### config.mk
export PLATFORM = sky130hd
export DESIGN_NAME = uart_tx_fifo_reader
export DESIGN_NICKNAME = d
export VERILOG_FILES = /design/src/rtl/uart_tx_fifo_reader.sv
export SDC_FILE = /design/constraint.sdc
export NUM_CORES = 1
export LEC_CHECK = 0
export ABC_CLOCK_PERIOD_IN_PS = 1650
export CELL_PAD_IN_SITES_DETAIL_PLACEMENT = 1
export CELL_PAD_IN_SITES_GLOBAL_PLACEMENT = 2
export CORE_ASPECT_RATIO = 0.6
export CORE_MARGIN = 8
export CORE_UTILIZATION = 33
export DETAILED_ROUTE_END_ITERATION = 12
export PLACE_DENSITY = 0.82
export SYNTH_ARGS = -nofsm -noshare
export SYNTH_HDL_FRONTEND = slang
export SYNTH_SLANG_ARGS = --single-unit
### constraint.sdc
create_clock -name clk -period 1.65 [get_ports clk]
set_input_delay 0.165 -clock clk [delete_from_list [all_inputs] [get_ports clk]]
set_output_delay 0.165 -clock clk [all_outputs]
set_load 0.01 [all_outputs]
### src/rtl/uart_tx_fifo_reader.sv
`default_nettype none
// ============================================================================
//  Module   : uart_tx_fifo_reader
//  Purpose  : Drains bytes from an upstream FIFO and transmits each one as an
//             8N1 UART frame (start bit, 8 data bits LSB first, stop bit).
//             Timing uses a clock divider producing 16 ticks per bit, so
//             every bit lasts 16*DIV clocks, with DIV = CLK_FREQ/(BAUD*16).
//             DIV must be at least 1.
//
//  Ports    : clk        - system clock, rising-edge active
//             rst        - asynchronous active-high reset
//             fifo_data  - byte at the upstream FIFO read pointer
//             fifo_empty - upstream FIFO empty flag (registered upstream)
//             fifo_pop   - one-cycle pop strobe to the upstream FIFO
//             tx         - serial output, idle high
//             tx_busy    - high while a frame is in progress
//
//  Revision : 1.0  initial release
// ============================================================================
module uart_tx_fifo_reader #(
    parameter int CLK_FREQ = 100_000_000,
    parameter int BAUD     = 9600
) (
    input  logic       clk,
    input  logic       rst,
    input  logic [7:0] fifo_data,
    input  logic       fifo_empty,
    output logic       fifo_pop,
    output logic       tx,
    output logic       tx_busy
);

    // ------------------------------------------------------------------------
    // Constants
    // ------------------------------------------------------------------------
    localparam int c_div   = CLK_FREQ / (BAUD * 16);
    localparam int c_div_w = (c_div > 1) ? $clog2(c_div) : 1;
    localparam logic [c_div_w-1:0] c_div_last = c_div_w'(c_div - 1);

    localparam logic [1:0] c_st_idle  = 2'd0;
    localparam logic [1:0] c_st_start = 2'd1;
    localparam logic [1:0] c_st_data  = 2'd2;
    localparam logic [1:0] c_st_stop  = 2'd3;

    // ------------------------------------------------------------------------
    // State and datapath registers
    // ------------------------------------------------------------------------
    logic [1:0]         r_state;
    logic [1:0]         w_next_state;
    logic [c_div_w-1:0] r_div_cnt;
    logic [3:0]         r_tick_cnt;
    logic [2:0]         r_bit_idx;
    logic [7:0]         r_shift;

    logic w_tick;
    logic w_bit_done;
    logic w_accept;

    // The divider sits at 0 in IDLE; with DIV=1 its terminal count equals 0,
    // so the tick must also be qualified by being outside IDLE.
    assign w_tick     = (r_state != c_st_idle) && (r_div_cnt == c_div_last);
    assign w_bit_done = w_tick && (r_tick_cnt == 4'd15);
    // A byte is taken in the same cycle the FSM sees it waiting in IDLE.
    assign w_accept   = (r_state == c_st_idle) && !fifo_empty;

    // ------------------------------------------------------------------------
    // FSM: state register
    // ------------------------------------------------------------------------
    always_ff @(posedge clk or posedge rst) begin
        if (rst) begin
            r_state <= c_st_idle;
        end else begin
            r_state <= w_next_state;
        end
    end

    // ------------------------------------------------------------------------
    // FSM: next-state logic
    // ------------------------------------------------------------------------
    always_comb begin
        w_next_state = r_state;
        case (r_state)
            c_st_idle:  if (w_accept)                        w_next_state = c_st_start;
            c_st_start: if (w_bit_done)                      w_next_state = c_st_data;
            c_st_data:  if (w_bit_done && r_bit_idx == 3'd7) w_next_state = c_st_stop;
            c_st_stop:  if (w_bit_done)                      w_next_state = c_st_idle;
            default:                                         w_next_state = c_st_idle;
        endcase
    end

    // ------------------------------------------------------------------------
    // FSM: output logic
    // Outputs depend only on FSM state, the latched byte and the registered
    // upstream empty flag; fifo_data never reaches tx combinationally.
    // ------------------------------------------------------------------------
    always_comb begin
        fifo_pop = 1'b0;
        tx       = 1'b1;
        tx_busy  = 1'b0;
        case (r_state)
            c_st_idle: begin
                // rst gating keeps a non-empty FIFO from being popped while
                // the block is held in reset.
                fifo_pop = !fifo_empty && !rst;
            end
            c_st_start: begin
                tx      = 1'b0;
                tx_busy = 1'b1;
            end
            c_st_data: begin
                tx      = r_shift[r_bit_idx];
                tx_busy = 1'b1;
            end
            c_st_stop: begin
                tx      = 1'b1;
                tx_busy = 1'b1;
            end
            default: begin
                fifo_pop = 1'b0;
                tx       = 1'b1;
                tx_busy  = 1'b0;
            end
        endcase
    end

    // ------------------------------------------------------------------------
    // Baud divider, tick counter, bit index and shift register
    // ------------------------------------------------------------------------
    always_ff @(posedge clk or posedge rst) begin
        if (rst) begin
            r_div_cnt  <= '0;
            r_tick_cnt <= 4'd0;
            r_bit_idx  <= 3'd0;
            r_shift    <= 8'd0;
        end else begin
            // Divider: held at 0 in IDLE so the first START cycle always
            // begins a full bit period.
            if (r_state == c_st_idle || r_div_cnt == c_div_last) begin
                r_div_cnt <= '0;
            end else begin
                r_div_cnt <= r_div_cnt + 1'b1;
            end

            // Tick counter wraps 15 -> 0 at each bit boundary on its own.
            if (r_state == c_st_idle) begin
                r_tick_cnt <= 4'd0;
            end else if (w_tick) begin
                r_tick_cnt <= r_tick_cnt + 4'd1;
            end

            // Bit index wraps 7 -> 0 when the last data bit completes.
            if (r_state != c_st_data) begin
                r_bit_idx <= 3'd0;
            end else if (w_bit_done) begin
                r_bit_idx <= r_bit_idx + 3'd1;
            end

            // Byte is captured only in the pop cycle; later upstream changes
            // cannot disturb the frame in flight.
            if (w_accept) begin
                r_shift <= fifo_data;
            end
        end
    end

endmodule
`default_nettype wire

==> results_dict.tcl, run 1 <==
set metrics [dict create \
    row_count 18 \
    max_freq_ghz 0.560 \
    synthCells 122 \
    grt_pass1_wl_um 5920 \
    drt-vias-per-instance 4.56 \
    synth_top_area_share_pct 48.1 \
    ioPinCount 14 \
    vias 1045 \
    clockRootBuffer "clkbuf_8" \
    multi_input_area_um2 861 \
    seqCellArea_um2 677 \
    numPortBuffers 13 \
    yosys.cell_types.count 26 \
    cts_tree "done" \
    maxCapViolations 0 \
    synthTopCellsByArea "dfrtp_1, ha_1, mux2_2" \
    leakage_nw 0.903 \
    cp-start-kind "register" \
    nets 191 \
    overflow 0 \
    clock-sinks 27 \
    clkSlewWorstSetupHoldPaths_ns 0.10 \
    critPathRequiredTime_ns 1.83 \
    violations "negative setup slack" \
    fin_crit_ns 1.79 \
    final_common_cell "buf_4" \
    ant_nets 0 \
    clockBufferDepth 2 \
    wl_per_cell_um 16.0 \
    setup_viol 18 \
    cp_max_fo 4 \
    final_cell_mix "buf_4, dfrtp_1, nor2_1" \
    synth.avg_cell_area_um2 11.5 \
    wirelength_um 3670 \
    cp-end-kind "register" \
    period_share_pct 108 \
    slew_headroom_pct 76.6 \
    tightest_slew_ns 0.351 \
    start_util_pct 34.2 \
    firstDrtPassIters 4 \
    drc_errors 0 \
    rrSetupSlack_ns -0.14 \
    antenna_found_initial 0 \
    utilization_pct 50.2 \
    insertedDiodeCount 0 \
    cts.htree.levels 1 \
    timing.hold.ws_ns 0.316 \
    grt_usage_pct 11.4 \
    hold_path.class "in2async" \
    hpwl_um 2530 \
    die_h_um 66.5 \
    synth-seq-cells 27 \
    drt_iter0_markers 20 \
    core_um2 4100 \
    first_global_vias 1156 \
    drive_gt1_share_pct 47.9 \
    peakVddDrop_v 0.000635 \
    r2r_start "r_div_cnt[5]" \
    grt_max_degree 28 \
    status "complete, but fails checks" \
    ys_seq_area_share_pct 48.1 \
    cts_buffers 3 \
    slew_viol_final 0 \
    gp_congestion 0.751 \
    die_width_um 100 \
    fill_cells 439 \
    syn-cell-area_um2 1400 \
    die_area_um2 6670 \
    yosysWarnings 0 \
    powerDensity_nw_per_um2 1320 \
    crit_type "reg2reg" \
    yosysTopAreaCell "dfrtp_1" \
    fin_setup_tns_ns -0.979 \
    worst_slack_ns -0.137 \
    skew_ns 0.0102 \
    clock_latency_ns 0.28 \
    timing.final.hold_violations 0 \
    rsz0062_at_grt "yes" \
    cp-startpoint "r_div_cnt[5]" \
    stdcell_count 229 \
    syn2layout_area_growth_pct 46.4 \
    post-place-cells 212 \
    arrival_ns 1.97 \
    syn_nets 143 \
]
-- worst max-delay path, stage by stage (launching register included) --
cell and delay (ns):
dfrtp_1 0.40, or4b_4 0.61, nor3_4 0.25, a21oi_2 0.12, mux2_4 0.31
-- final timing paths --
kind                       cells after the start      endpoint
min in group clk                               2    r_shift[3]
max reg2reg                                    4    r_state[1]
min                                            3  r_bit_idx[2]
max                                            4    r_state[1]
min reg2reg                                    1    r_shift[5]
max in group asynchronous                      3  r_bit_idx[1]
-- stage by stage --
step                      power, mW  area, um^2  setup WS [ns]
after CTS                      2.56        1910         -0.163
final                          2.72        2060         -0.137
after global routing           2.90        2060         -0.185
after global placement         1.94        1750         -0.105
after floorplan                1.55        1420        -0.0100
after detailed placement       2.01        1750         -0.190
-- area by class of cell --
cell class | count | share of cell area (%)
sequential | 27 | 32.9
inverter | 8 | 1.46
timing repair buffer | 44 | 17.8
clock inverter | 1 | 0.243
clock buffer | 3 | 2.01
tap | 60 | 3.65
multi-input combinational | 86 | 41.9
-- Yosys cell counts, drive strengths merged --
| cell | count |
|---|---|
| nand4b | 1 |
| xor2 | 2 |
| ha | 10 |
| xnor2 | 10 |
| nor4 | 4 |
| mux2 | 9 |
| nor2 | 19 |
| buf | 1 |
| or3b | 1 |
| nand3 | 4 |
| nand2 | 6 |
| a21oi | 3 |
| a2bb2oi | 1 |
| nor2b | 1 |
| nor3 | 3 |
| mux2i | 5 |
| mux4 | 2 |
| and2 | 1 |
| or4b | 1 |
| a2111oi | 1 |
| or2 | 1 |
| inv | 8 |
| dfrtp | 27 |
| clkbuf | 1 |
-- cells by family (layout without fill, tap and decap cells) --
| logic type | Yosys count | in the layout | synth area share (%) |
|---|---|---|---|
| compound gates | 5 | 5 | 2.32 |
| xor+xnor | 12 | 12 | 7.49 |
| fa+ha+maj | 10 | 10 | 8.91 |
| buf+inv | 10 | 56 | 2.76 |
| flops | 27 | 27 | 48.1 |
| mux | 16 | 16 | 14.0 |
| simple gates | 42 | 43 | 16.4 |
-- flip-flops by register name (all words and copies together), names as in the netlist --
register and cells:
r_tick_cnt 4, r_bit_idx 3, r_shift 8, r_state 2
r_div_cnt 10
-- metal layers --
layer	part of all wire, %	wire, um	global-route usage [%]	vias up
met3	2.6	95	2.39	5
met5	0	0	0	-
met4	0.95	35	3.36	0
met2	49	1800	18.1	11
li1	-	-	-	507
met1	47	1740	15.3	522
-- power breakdown --
part / switching, mW / internal, mW / leakage, nW / total [mW]
Clock: 0.222 / 0.170 / 0.0255 / 0.392
Combinational: 0.628 / 0.754 / 0.529 / 1.38
Sequential: 0.111 / 0.836 / 0.349 / 0.947
-- repair_timing --
action / in CTS / in global routing
gates resized for setup: 28 / 22
buffers inserted: 4 / 8
hold buffers: 0 / 0
cloned: 0 / 1
endpoints found under the setup margin: 21 / 22
pin swaps: 7 / 19
(Power assumes the default switching activity.)
==> run 2, diff against run 1 <==
--- a/config.mk
+++ b/config.mk
@@ -11,3 +11,2 @@
 export CORE_ASPECT_RATIO = 0.6
-export CORE_MARGIN = 8
 export CORE_UTILIZATION = 33
--- a/constraint.sdc
+++ b/constraint.sdc
@@ -3,2 +3,2 @@
 set_output_delay 0.165 -clock clk [all_outputs]
-set_load 0.01 [all_outputs]
+set_load 0.02 [all_outputs]
==> run 2 against run 1 <==
The run still ends with negative setup slack left. Clock power fell by 3%. Total power rose by 0.32%. Flip-flop and latch count did not move. Fmax rose by 2.5%. Design area fell by 3.4%. Hold slack improved by 0.037 ns. Clock-buffer cell count rose by 1. Sequential power barely moved. Critical endpoint is now tx. Largest power group unchanged. Highest routed layer unchanged.
==> results_dict.tcl, run 2 (synthesized netlist as in run 1, its figures left out) <==
set metrics [dict create \
    cts_buffers 3 \
    fin_crit_ns 1.74 \
    grt_pass1_wl_um 5890 \
    path_cells "mux4_2 > mux2i_1 > mux2i_1 > buf_2" \
    syn2layout_area_growth_pct 41.4 \
    cp-start-kind "register" \
    status "complete, but fails checks" \
    timing.hold.ws_ns 0.354 \
    antenna_found_initial 0 \
    worst_slack_ns -0.0928 \
    ioPinCount 14 \
    rr_endpoint "r_bit_idx[2]" \
    cts_tree "done" \
    drt_iter0_markers 34 \
    gp_congestion 0.728 \
    die_width_um 86.2 \
    grt_max_degree 28 \
    row_count 17 \
    r2r_start "r_state[0]" \
    drc_errors 0 \
    clockRootBuffer "clkbuf_8" \
    insertedDiodeCount 0 \
    leakage_nw 0.900 \
    slew_headroom_pct 76.5 \
    firstDrtPassIters 4 \
    crit_type "reg2out" \
    dpl_cell_area_um2 1790 \
    cp_max_fo 3 \
    setup_viol 6 \
    hold_path.class "in2async" \
    die_area_um2 4530 \
    peakVddDrop_v 0.000599 \
    utilization_pct 51.3 \
    final_common_cell "buf_4" \
    drt-vias-per-instance 4.63 \
    first_global_vias 1138 \
    cts.htree.levels 1 \
    drive_gt1_share_pct 42.3 \
    crit_buf_inv 1 \
    vias 1042 \
    rsz0062_at_grt "yes" \
    ff2ff_path_depth 7 \
    wl_per_cell_um 15.4 \
    arrival_ns 1.58 \
    die_h_um 52.5 \
    slowest_delay_ns 0.50 \
    final_area_um2 1990 \
    largest_reg_flops 10 \
    crit_slowest_cell "mux4_2" \
    skew_ns 0.00959 \
    top_regs "r_div_cnt (10), r_shift (8), r_tick_cnt (4)" \
    violations "negative setup slack" \
    grt_usage_pct 18.0 \
    cp-end-kind "output port" \
    fill_cells 419 \
    power.total_mw 2.73 \
    period_share_pct 106 \
    cp_common_cell "mux2i_1" \
    slew_viol_final 0 \
    regMostFlops "r_div_cnt" \
    tightest_slew_ns 0.353 \
    rrSetupSlack_ns -0.06 \
    clkSlewWorstSetupHoldPaths_ns 0.10 \
    hpwl_um 2530 \
    timing.final.hold_violations 0 \
    path_delay_family "multiplexers" \
    numPortBuffers 13 \
    critPathRequiredTime_ns 1.48 \
    clock_latency_ns 0.27 \
    final_cell_mix "buf_4, dfrtp_1, nor2_1" \
    ant_nets 0 \
    clock-sinks 27 \
    start_util_pct 36.3 \
    nets 190 \
    max_freq_ghz 0.574 \
    clockBufferDepth 2 \
    maxCapViolations 0 \
    overflow 0 \
    powerDensity_nw_per_um2 1370 \
    wirelength_um 3460 \
    core_um2 3870 \
]
-- run 2: what timing repair did --
action | CTS | global route
hold buffers | 0 | 0
setup buffers | 3 | 4
pin swaps | 4 | 8
resized for setup | 28 | 10
endpoints found under the hold margin | 0 | 0
endpoints found under the setup margin | 17 | 21
gates cloned | 0 | 0
-- run 2: final cells by class --
cell class                      count  area (um^2)  share of cell area (%)
Inverter                            8         30.0                    1.51
Tap cell                           57         71.3                    3.59
Multi-Input combinational cell     85          801                    40.3
Timing Repair Buffer               44          362                    18.2
Sequential cell                    27          677                    34.1
Clock buffer                        4         45.0                    2.27
-- run 2: metal layers --
metal	GRT usage [%]	up-vias	share of wire, %
met4	5.28	0	0.78
met3	4.09	2	1.9
met2	30.7	9	46
met1	23.1	526	51
li1	-	505	-
met5	0	-	0
-- run 2: worst max-delay path by stage --
stage                       to  cells past startpoint    startpoint  slack, ns
floorplan           r_state[1]                      4  r_div_cnt[2]      -0.01
global placement            tx                      4  r_bit_idx[1]      -0.19
detailed placement          tx                      4  r_bit_idx[1]      -0.23
CTS                         tx                      4  r_bit_idx[1]      -0.14
global route                tx                      4  r_bit_idx[1]      -0.17
finish                      tx                      4  r_bit_idx[1]      -0.09
-- run 2: metrics by stage --
step	std cells	setup TNS, ns	worst slack (ns)
after global placement	214	-0.340	-0.192
after floorplan	122	-0.0100	-0.0100
final	225	-0.333	-0.0928
after global routing	225	-1.14	-0.171
after CTS	221	-0.431	-0.137
after detailed placement	214	-0.791	-0.234
-- run 2: worst reg2reg max path, cell delays in order (launching register included) --
cell	delay, ns
dfrtp_1	0.39
inv_2	0.08
ha_4	0.17
nand4b_1	0.26
nor4_4	0.28
buf_6	0.17
mux2i_1	0.19
nor2_1	0.07
-- run 2: power by group --
group          internal [mW]  switching (mW)
registers              0.837           0.112
logic                  0.764           0.638
clock network          0.173           0.207
==> run 3, diff against run 2 <==
- CORE_MARGIN: default -> 1.5
==> run 3 against run 2 <==
The run still ends with negative setup slack left. Combinational power shrank 7%. Fmax shrank 3.9%. Die area grew 3.1%. Clock skew shrank 0.0024 ns. Design area shrank 1.3%. Worst setup slack lost 0.070 ns. Wire length grew 2.7%. Cell count is the same. Total power shrank 2.6%. Sequential share of layout area grew 0.44 points. Clock-buffer cell count shrank 1.
==> results_dict.tcl, run 3 (synthesized netlist as in run 1, its figures left out) <==
set metrics [dict create \
    core_um2 4100 \
    timing.hold.ws_ns 0.318 \
    die_h_um 53.5 \
    stdcell_count 225 \
    firstDrtPassIters 4 \
    violations "negative setup slack" \
    clock_latency_ns 0.28 \
    ant_nets 0 \
    p_sw_mw 0.958 \
    wirelength_um 3550 \
    crit_buf_inv 0 \
    hpwl_um 2600 \
    grt_usage_pct 16.8 \
    numPortBuffers 13 \
    hold_path.class "in2async" \
    start_util_pct 34.2 \
    fin_setup_tns_ns -1.26 \
    clock-sinks 27 \
    max_freq_ghz 0.552 \
    grt_max_degree 28 \
    worst_slack_ns -0.163 \
    cp_max_fo 4 \
    die_width_um 87.2 \
    clkSlewWorstSetupHoldPaths_ns 0.10 \
    tightest_slew_ns 0.364 \
    slew_headroom_pct 75.7 \
    maxCapViolations 0 \
    gp_congestion 0.785 \
    path_cells "or4b_4 > nor3_4 > a21oi_2 > mux2_2" \
    cts_buffers 3 \
    largest_reg_flops 10 \
    rrSetupSlack_ns -0.16 \
    drc_errors 0 \
    die_area_um2 4670 \
    seqCellArea_um2 677 \
    insertedDiodeCount 0 \
    cp-start-kind "register" \
    arrival_ns 1.98 \
    seq_power_share_pct 35.9 \
    grt_pass1_wl_um 5670 \
    final_common_cell "dfrtp_1" \
    ioPinCount 14 \
    p_int_mw 1.70 \
    slew_viol_final 0 \
    skew_ns 0.00722 \
    status "complete, but fails checks" \
    dpl_cell_area_um2 1780 \
    clockBufferDepth 2 \
    final_cell_mix "dfrtp_1, buf_4, nor2_1" \
    slowest_delay_ns 0.61 \
    path_delay_family "simple AND/OR/NAND/NOR gates" \
    overflow 0 \
    utilization_pct 47.8 \
    cts_tree "done" \
    top_regs "r_div_cnt (10), r_shift (8), r_tick_cnt (4)" \
    rsz0062_at_grt "yes" \
    cts.htree.levels 1 \
    syn2layout_area_growth_pct 39.7 \
    fin_crit_ns 1.81 \
    cp-end-kind "register" \
    critPathRequiredTime_ns 1.82 \
    vias 1041 \
    drive_gt1_share_pct 43.0 \
    nets 187 \
    period_share_pct 110 \
    timing.final.hold_violations 0 \
    crit_slowest_cell "or4b_4" \
    setup_viol 17 \
    wl_per_cell_um 15.8 \
    crit_type "reg2reg" \
    post-place-cells 216 \
    first_global_vias 1147 \
    clkPwrFrac_pct 15.2 \
    drt_iter0_markers 55 \
    powerDensity_nw_per_um2 1360 \
    clockRootBuffer "clkbuf_8" \
    drt-vias-per-instance 4.63 \
    swShare_pct 36.0 \
    regMostFlops "r_div_cnt" \
    multi_input_area_um2 801 \
    fill_cells 452 \
    row_count 18 \
    comb_power_share_pct 49.0 \
    peakVddDrop_v 0.000382 \
    leakage_nw 0.878 \
    antenna_found_initial 0 \
    final_area_um2 1960 \
]
[run 3: worst paths after layout]
| path | startpoint | end | depth (start not counted) |
|---|---|---|---|
| hold / removal | rst | r_shift[6] | 3 |
| setup reg to reg | r_div_cnt[8] | r_state[1] | 4 |
| max in group asynchronous | rst | r_bit_idx[1] | 3 |
| min in group clk | fifo_data[0] | r_shift[0] | 2 |
| hold reg to reg | r_shift[0] | r_shift[0] | 1 |
| setup / recovery | r_div_cnt[8] | r_state[1] | 4 |
[run 3: area by class of cell]
type                       instances  share of cell area [%]
clock buffer                       3                    2.11
clock inverter                     1                   0.383
inverter                           8                    1.53
multi-input combinational         86                    40.8
sequential                        27                    34.5
tap                               60                    3.83
timing repair buffer              40                    16.8
[run 3: timing repair]
| item | 4_1_cts | 5_1_grt |
|---|---|---|
| pin swaps | 8 | 14 |
| endpoints found under the setup margin | 21 | 22 |
| gates resized for setup | 19 | 19 |
| hold buffers | 0 | 0 |
| cloned | 1 | 0 |
| buffers inserted | 2 | 2 |
[run 3: power by group through the flow]
stage / registers (mW) / clock network (mW) / logic [mW]
detailed placement: 0.958 / 0 / 1.11
global route: 0.973 / 0.444 / 1.42
finish: 0.954 / 0.403 / 1.30
CTS: 0.948 / 0.418 / 1.17
floorplan: 0.939 / 0 / 0.640
global placement: 0.948 / 0 / 1.05
[run 3: metrics by stage]
step	setup WS, ns	total power, mW
final	-0.163	2.66
after global routing	-0.258	2.83
after CTS	-0.201	2.53
after detailed placement	-0.251	2.07
after global placement	-0.170	2.00
after floorplan	-0.0100	1.58
[run 3: worst reg2reg max path, delay by kind of cell, from the launching register on]
| kind | cells | cell delay, ns |
|---|---|---|
| AOI/OAI and AO/OA | 1 | 0.12 |
| and+or+nand+nor | 2 | 0.88 |
| muxes | 1 | 0.29 |
| DFF | 1 | 0.40 |
[run 3: routing by layer]
metal  wire, um  vias to the layer above  GRT usage, %  part of all wire (%)
met3         54                        5          3.74                   1.5
met4         45                        0          4.76                   1.3
met1       1780                      527          22.3                    50
met2       1670                        8          27.9                    47
met5          0                        -             0                     0
li1           -                      501             -                     -
